### src/rtl/fetch_queue_pkg.sv
// Shared types for the fetch-to-decode instruction queue.
// FetchEntry is the unit of storage; NOP_INST is what the head shows while empty.
package fetch_queue_pkg;

    typedef logic [31:0] Inst;
    typedef logic [31:0] InstAddr;

    typedef struct packed {
        Inst     inst;
        logic    compressed;
        InstAddr pc;
    } FetchEntry;

    localparam Inst NOP_INST = 32'h0000_0013;

    localparam FetchEntry EMPTY_ENTRY = '{inst: NOP_INST, compressed: 1'b0, pc: '0};

endpackage

### src/rtl/fetch_queue_if.sv
// Fetch/decode bus of the instruction queue: fetch push side, decode pop side, flush.
// The queue is the slave; fetch/decode (or a bench) drive it as master.
interface fetch_queue_if #(
    parameter int DEPTH = 4
);
    import fetch_queue_pkg::*;

    logic                       i_flush;
    logic                       i_valid;
    Inst                        i_inst;
    logic                       i_instCompressed;
    InstAddr                    i_pc;
    logic                       o_ready;
    logic                       o_valid;
    Inst                        o_inst;
    logic                       o_instCompressed;
    InstAddr                    o_pc;
    logic                       i_ready;
    logic [$clog2(DEPTH+1)-1:0] o_count;

    modport slave (
        input  i_flush, i_valid, i_inst, i_instCompressed, i_pc, i_ready,
        output o_ready, o_valid, o_inst, o_instCompressed, o_pc, o_count
    );

    modport master (
        output i_flush, i_valid, i_inst, i_instCompressed, i_pc, i_ready,
        input  o_ready, o_valid, o_inst, o_instCompressed, o_pc, o_count
    );

endinterface

### src/rtl/fetch_queue_ctrl.sv
// Pointer/occupancy control for fetch_queue: push/pop qualification, flush, full/empty.
// full/empty come straight from the count register, so no input reaches them combinationally.
module fetch_queue_ctrl #(
    parameter int DEPTH = 4,
    localparam int PW = $clog2(DEPTH),
    localparam int CW = $clog2(DEPTH+1)
) (
    input  logic          clk,
    input  logic          rst_n,
    input  logic          flush,
    input  logic          push_req,
    input  logic          pop_req,
    output logic [PW-1:0] wr_ptr,
    output logic [PW-1:0] rd_ptr,
    output logic [CW-1:0] count,
    output logic          full,
    output logic          empty,
    output logic          push
);

    logic pop;

    assign full  = (count == CW'(DEPTH));
    assign empty = (count == '0);
    assign push  = push_req && !full && !flush;
    assign pop   = pop_req && !empty && !flush;

    // Pointers are exactly log2(DEPTH) wide, so the increment wraps on its own.
    always_ff @(posedge clk or negedge rst_n) begin
        if (!rst_n) begin
            wr_ptr <= '0;
            rd_ptr <= '0;
            count  <= '0;
        end else if (flush) begin
            wr_ptr <= '0;
            rd_ptr <= '0;
            count  <= '0;
        end else begin
            if (push) wr_ptr <= wr_ptr + 1'b1;
            if (pop)  rd_ptr <= rd_ptr + 1'b1;
            count <= count + CW'(push) - CW'(pop);
        end
    end

endmodule

### src/rtl/fetch_queue.sv
// Decoupling queue between fetch and decode: holds {inst, compressed, pc} entries in order.
// Head is read combinationally from storage; an empty queue presents a NOP at pc 0.
module fetch_queue
    import fetch_queue_pkg::*;
#(
    parameter int DEPTH = 4
) (
    input  logic         i_clock,
    input  logic         i_reset,
    fetch_queue_if.slave bus
);

    localparam int PW = $clog2(DEPTH);
    localparam int CW = $clog2(DEPTH+1);

    if (DEPTH < 2 || (DEPTH & (DEPTH - 1)) != 0) begin : g_bad_depth
        $error("fetch_queue: DEPTH must be a power of two >= 2");
    end

    logic [PW-1:0] wr_ptr;
    logic [PW-1:0] rd_ptr;
    logic [CW-1:0] count;
    logic          full;
    logic          empty;
    logic          push;
    FetchEntry     mem [DEPTH];
    FetchEntry     head;

    fetch_queue_ctrl #(.DEPTH(DEPTH)) u_ctrl (
        .clk      (i_clock),
        .rst_n    (i_reset),
        .flush    (bus.i_flush),
        .push_req (bus.i_valid),
        .pop_req  (bus.i_ready),
        .wr_ptr   (wr_ptr),
        .rd_ptr   (rd_ptr),
        .count    (count),
        .full     (full),
        .empty    (empty),
        .push     (push)
    );

    // Storage is deliberately unreset; empty masks whatever it holds.
    always_ff @(posedge i_clock) begin
        if (push)
            mem[wr_ptr] <= '{inst: bus.i_inst, compressed: bus.i_instCompressed, pc: bus.i_pc};
    end

    always_comb begin
        head = EMPTY_ENTRY;
        if (!empty) head = mem[rd_ptr];
    end

    assign bus.o_ready          = !full;
    assign bus.o_valid          = !empty;
    assign bus.o_count          = count;
    assign bus.o_inst           = head.inst;
    assign bus.o_instCompressed = head.compressed;
    assign bus.o_pc             = head.pc;

endmodule

### src/flat_wrapper.sv
// flat-port wrapper written by rule: the top's interface ports become plain ports
module fetch_queue_flat import fetch_queue_pkg::*;
#(
    parameter int DEPTH = 4
)
  (i_clock, i_reset, bus_i_flush, bus_i_valid, bus_i_inst, bus_i_instCompressed, bus_i_pc, bus_i_ready, bus_o_ready, bus_o_valid, bus_o_inst, bus_o_instCompressed, bus_o_pc, bus_o_count);
  fetch_queue_if #(.DEPTH(DEPTH)) bus_i ();
  input  logic i_clock;
  input  logic i_reset;
  input wire logic [$bits(bus_i.i_flush)-1:0] bus_i_flush;
  input wire logic [$bits(bus_i.i_valid)-1:0] bus_i_valid;
  input wire logic [$bits(bus_i.i_inst)-1:0] bus_i_inst;
  input wire logic [$bits(bus_i.i_instCompressed)-1:0] bus_i_instCompressed;
  input wire logic [$bits(bus_i.i_pc)-1:0] bus_i_pc;
  input wire logic [$bits(bus_i.i_ready)-1:0] bus_i_ready;
  output wire logic [$bits(bus_i.o_ready)-1:0] bus_o_ready;
  output wire logic [$bits(bus_i.o_valid)-1:0] bus_o_valid;
  output wire logic [$bits(bus_i.o_inst)-1:0] bus_o_inst;
  output wire logic [$bits(bus_i.o_instCompressed)-1:0] bus_o_instCompressed;
  output wire logic [$bits(bus_i.o_pc)-1:0] bus_o_pc;
  output wire logic [$bits(bus_i.o_count)-1:0] bus_o_count;
  assign bus_i.i_flush = bus_i_flush;
  assign bus_i.i_valid = bus_i_valid;
  assign bus_i.i_inst = bus_i_inst;
  assign bus_i.i_instCompressed = bus_i_instCompressed;
  assign bus_i.i_pc = bus_i_pc;
  assign bus_i.i_ready = bus_i_ready;
  assign bus_o_ready = bus_i.o_ready;
  assign bus_o_valid = bus_i.o_valid;
  assign bus_o_inst = bus_i.o_inst;
  assign bus_o_instCompressed = bus_i.o_instCompressed;
  assign bus_o_pc = bus_i.o_pc;
  assign bus_o_count = bus_i.o_count;
  fetch_queue #(.DEPTH(DEPTH)) u_core (.i_clock(i_clock), .i_reset(i_reset), .bus(bus_i));
endmodule
### config.mk
export PLATFORM = sky130hd
export DESIGN_NAME = fetch_queue_flat
export DESIGN_NICKNAME = d
export VERILOG_FILES = /design/src/rtl/fetch_queue_pkg.sv /design/src/rtl/fetch_queue_if.sv /design/src/rtl/fetch_queue_ctrl.sv /design/src/rtl/fetch_queue.sv /design/src/flat_wrapper.sv
export SDC_FILE = /design/constraint.sdc
export NUM_CORES = 1
export LEC_CHECK = 0
export ABC_AREA = 1
export ABC_CLOCK_PERIOD_IN_PS = 7100
export CAP_MARGIN = 10
export CORE_MARGIN = 4
export CORE_UTILIZATION = 40
export DETAILED_ROUTE_END_ITERATION = 10
export GPL_TIMING_DRIVEN = 1
export HOLD_SLACK_MARGIN = 0.12
export PLACE_DENSITY_LB_ADDON = 0.05
export SLEW_MARGIN = 20
export SYNTH_ARGS = -nofsm -noshare
export SYNTH_HDL_FRONTEND = slang
export SYNTH_HIERARCHICAL = 1
export SYNTH_SLANG_ARGS = --single-unit
### constraint.sdc
create_clock -name i_clock -period 7.1 [get_ports i_clock]
set_clock_uncertainty 0.2 [all_clocks]
set_input_delay 0.71 -clock i_clock [delete_from_list [all_inputs] [get_ports i_clock]]
set_output_delay 0.71 -clock i_clock [all_outputs]
set_load 0.01 [all_outputs]
; After elaboration in Yosys (flattened, before gate mapping)
; Memory sizes are Yosys's and may differ from the RTL's.
; Cells that the tools add are included.
[classes]
reduce_logical = 10
addsub = 4
mux = 8
eq_ne = 1
[op_table]
columns = operator, n
row1 = two-way mux 65 bit, 1
row2 = two-way mux 2 bit, 4
row3 = "adder 2 x 1 -> 2 bit, second input constant", 2
row4 = logical AND 1 bit, 4
row5 = nonzero test 2 bit, 2
row6 = adder 3 x 1 -> 3 bit, 1
row7 = "equality test 3 bit, second input constant", 1
row8 = zero test 1 bit, 3
row9 = zero test 3 bit, 1
row10 = two-way mux 3 bit, 1
row11 = subtractor 3 x 1 -> 3 bit, 1
row12 = two-way mux 1 bit, 2
[totals]
memories = 1
mem_bits_rw = 260
reg_bits = 7
[mem_list]
columns = memory, depth, word_bits, rd, rd_ports_with_merged_regs, write_ports, line_no
row1 = u_core.mem, 4, 65, 1, 0, 1, fetch_queue.sv:26  ; FetchEntry mem [DEPTH];

; Longest topological paths before layout
[depth]
ltp_word = 7
depth_mapped = 12
depth_no_buf = 12

; By module
; The synthesis kept the hierarchy.
[by_module_without_submodules]
columns = mod, cells_per_inst, instances, seq_area_each_um2, area_each_um2
row1 = fetch_queue, 1027, 1, 7807.5, 11054.4
row2 = fetch_queue_ctrl, 55, 1, 175.2, 419.2

; Least setup slack after synthesis
; OpenSTA, ideal clock, no wires.
[synth_timing]
path_type = input-to-reg
startpoint = input bus_i_valid
endpoint = memory u_core/mem[2][0] (netlist bit), enable pin
slack_ns = 0.950
t_arrival_ns = 5.382
required_time_ns = 6.332
n_path_buf = 0
path_stages = 4
path_cell_list = nand2_2 -> nor2_1 -> inv_1 -> nor3_1
[synth_via]
elab_chain_cells = 4
[synth_lines]
columns = element, line_no
row1 = start: declaration, flat_wrapper.sv:11  ; input wire logic [$bits(bus_i.i_valid)-1:0] bus_i_valid;
row2 = logical AND 1 bit (2 in series), fetch_queue_ctrl.sv:25  ; assign push = push_req && !full && !flush;
row3 = via u_core.push, fetch_queue.sv:25  ; logic push;
row4 = two-way mux 1 bit, fetch_queue.sv:45  ; if (push)
row5 = two-way mux 1 bit (not written as such), fetch_queue.sv:46  ; mem[wr_ptr] <= '{inst: bus.i_inst, compressed: bus.i_instCompressed, pc: bus.i_pc};
row6 = end: declaration, fetch_queue.sv:26
; The timed path passes the listed nets, and every way through them passes these cells.

; Final worst setup path
[layout_timing]
startpoint = register u_core.u_ctrl.rd_ptr[0]
endpoint = output bus_o_inst[22]
[layout_via]
elab_chain_cells = 2
[layout_lines]
columns = element, line_no
row1 = start: declaration, fetch_queue_ctrl.sv:14  ; output logic [PW-1:0] rd_ptr,
row2 = start signal: assignment, fetch_queue_ctrl.sv:40  ; if (pop) rd_ptr <= rd_ptr + 1'b1;
row3 = memory read (4 x 65 bit), -
row4 = two-way mux 65 bit, fetch_queue.sv:51  ; if (!empty) head = mem[rd_ptr];
row5 = end: declaration, flat_wrapper.sv:18  ; output wire logic [$bits(bus_i.o_inst)-1:0] bus_o_inst;
; No other way between the ends.

==> impl_metrics.ini <==
[sta]
period_share_pct = 65.4
finalMaxSlewViolations = 0
finalCriticalPeriod_ns = 4.64
tightest_slew_ns = 0.961
setup_viol = 0
hold_viol_final = 0
setup_tns_ns = 0
max-slew-margin-rel_pct = 35.9
max_freq_mhz = 216
grt_setup_unrepaired = no

[cells_and_area]
drive_above_1_share_pct = 5.49
multi_input_area_um2 = 2200
antennaDiodeCount = 0
fill_cells = 2584
layout_commonest_cell = nand2_1
final_nets = 1289
ff_latch_area_um2 = 7990
area_growth_pct = 22.9
most-common-layout-cells = 278 x nand2_1, 263 x inv_1, 260 x edfxtp_1, 139 x clkdlybuf4s50_1, 135 x nand3_1

[worst_setup_path]
worstSetupPathType = reg2out
required_ns = 6.19
worst_ep_arrival_time_ns = 3.73
cpMaxStageDelayCell = dfrtp_4
crit_path_end_kind = output port
cp_max_fo = 82
start_kind = flip-flop
crit_chain = inv_4 > buf_4 > nand2_1 > nand3_1 > a21oi_1 > clkdlybuf4s50_1
cpPeakStageDelay_ns = 1.05

[grt]
grt_antenna_before_repair = 2
grt_max_degree = 83
grt_pass1_wl_um = 40200
overflow = 0
track_usage_pct = 16.3
grt_pass1_vias = 7196

[power]
ir_drop_uv = 314
comb_power_share_pct = 31.4
powerDensity_nw_per_um2 = 351
clockPowerShare_pct = 29.8
power_switching_w = 0.00156
netSwitchingFraction_pct = 31.5
total_leakage_power_nw = 5.94
p_total_w = 0.00495
p_int_w = 0.00339
pwr-share-seq_pct = 38.8

[drt]
vias = 7428
vias_per_cell = 4.59
dr.pass1.iters = 5
drc_errors = 0
wl_per_cell_um = 15.8
drt-total-wl_um = 25600
first_iter_violations = 440
ant_nets = 0

[placed_design]
io_buffers = 139
globalplace.congestion = 0.719
hpwl_um = 14000

[floorplan]
io_pins = 140
core-area_um2 = 28000
start_util_pct = 41.0
rows = 61
dieArea_um2 = 31500
die_x_um = 177
die_h_um = 177

[synthesis]
synth.avg_cell_area_um2 = 10.6
synth_xor_xnor_area_share_pct = 0
muxShareOfSynthArea_pct = 0
synth_compound_area_share_pct = 2.75
synthTopCellsByArea = edfxtp_1 68%, nand2_1 9.1%, inv_1 8.7%, nand3_1 5.9%, a21oi_1 2.7%
synthCells = 1082
yosys.area_share.simple_pct = 15.8
synth_top_family_by_area = simple AND/OR/NAND/NOR gates
seq_area_frac_synth_pct = 69.6
synth_cell_type_count = 19
ys_seq_elements = 267
synth_area_um2 = 11500
yosysWarningCount = 6
netlist.top_cell.by_area = edfxtp_1
synth_top_area_share_pct = 68.0
synthAdderAreaFrac_pct = 0.393
syn_nets = 1155

[cts]
cts_root_buffer = clkbuf_16
cts.sinks = 267
post_cts_resized = 0
cts_tree = yes
clk_pin_slew_worst_paths_ns = 0.06
cts-htree-levels = 1
ctsHoldBuffers = 0
post-cts-setup-buffer-count = 0
cts_made_buffers = 30
cts.path.max_buffers = 3
clock_latency_ns = 0.53

[run_status]
status = completed

[job]
maxCapViolations = 0

[worst_hold_path]
min_path_type = in2async
## routing by layer
| metal | track usage (%) | wire (um) | share of wire [%] |
|---|---|---|---|
| met4 | 4.16 | 529 | 2.1 |
| met2 | 26.9 | 12100 | 47 |
| met3 | 3.20 | 1630 | 6.3 |
| met1 | 22.3 | 11300 | 44 |
| met5 | 0 | 21 | 0.082 |
## flip-flops by register name (all words and copies together), names as in the netlist
register and flops:
u_core/u_ctrl/rd_ptr 2, u_core/u_ctrl/wr_ptr 2, u_core/u_ctrl/count 3, u_core/mem 260
## final timing paths
check | start | endpoint | slack (ns) | depth (start not counted)
worst max-delay path | u_core/u_ctrl/rd_ptr[0] | bus_o_inst[22] | 2.46 | 6
min in group i_clock | u_core/u_ctrl/wr_ptr[1] | u_core/u_ctrl/wr_ptr[1] | 0.44 | 2
worst min register to register | u_core/u_ctrl/wr_ptr[1] | u_core/u_ctrl/wr_ptr[1] | 0.44 | 2
worst max register to register | u_core/u_ctrl/count[1] | u_core/mem[0][31] | 4.30 | 8
worst min-delay path | i_reset | u_core/u_ctrl/count[0] | 0.25 | 1
max in group asynchronous | i_reset | u_core/u_ctrl/rd_ptr[0] | 6.17 | 1
## cells in the mapped netlist
cell type  count
clkbuf_1      13
buf_1          1
nor2_2         1
buf_4          1
nand3_1      135
nor2_1         6
dfrtp_1        7
buf_2         23
buf_6         12
edfxtp_1     260
inv_2          2
nor3_1         4
ha_1           2
nand4_1        4
inv_1        265
nand2_1      278
nand2_2        4
fa_1           1
a21oi_1       63
## kinds of logic after synthesis
group,count (synthesis)
fa+ha+maj,3
simple gates,432
compound gates,63
buf+inv,317
flops,267
## power by group through the flow
| stage | Sequential [W] | Combinational, W | Clock (W) |
|---|---|---|---|
| global placement | 0.00195 | 0.00157 | 0 |
| floorplan | 0.00190 | 0.000878 | 0 |
| detailed placement | 0.00195 | 0.00158 | 0 |
| finish | 0.00192 | 0.00155 | 0.00148 |
| CTS | 0.00192 | 0.00159 | 0.00153 |
| global route | 0.00193 | 0.00172 | 0.00160 |
## critical path: cells and delay by family (launching register included)
family | cells | cell delay, ns
compound gates | 1 | 0.26
buf+inv | 3 | 1.62
flops | 1 | 1.05
simple gates | 2 | 0.21
## final cells by class
class,count,share of cell area [%]
clock buffers,34,5.58
clock inverters,21,1.17
inverters,267,7.12
multi-input cells,498,15.6
flip-flops and latches,267,56.6
well taps,378,3.35
repair buffers,152,10.6
## per-stage QoR
stage | setup slack, ns | utilization, % | hold slack (ns) | instances | area (um^2)
finish | 2.46 | 50.4 | 0.246 | 1617 | 14100
CTS | 2.39 | 50.4 | 0.229 | 1617 | 14100
detailed placement | 2.98 | 47.0 | 0.439 | 1562 | 13200
global placement | 2.98 | 47.0 | 0.437 | 1562 | 13200
global route | 2.16 | 50.4 | 0.259 | 1617 | 14100
floorplan | 0.950 | - | 0.214 | 1082 | 11500
(Power assumes the default switching activity.)
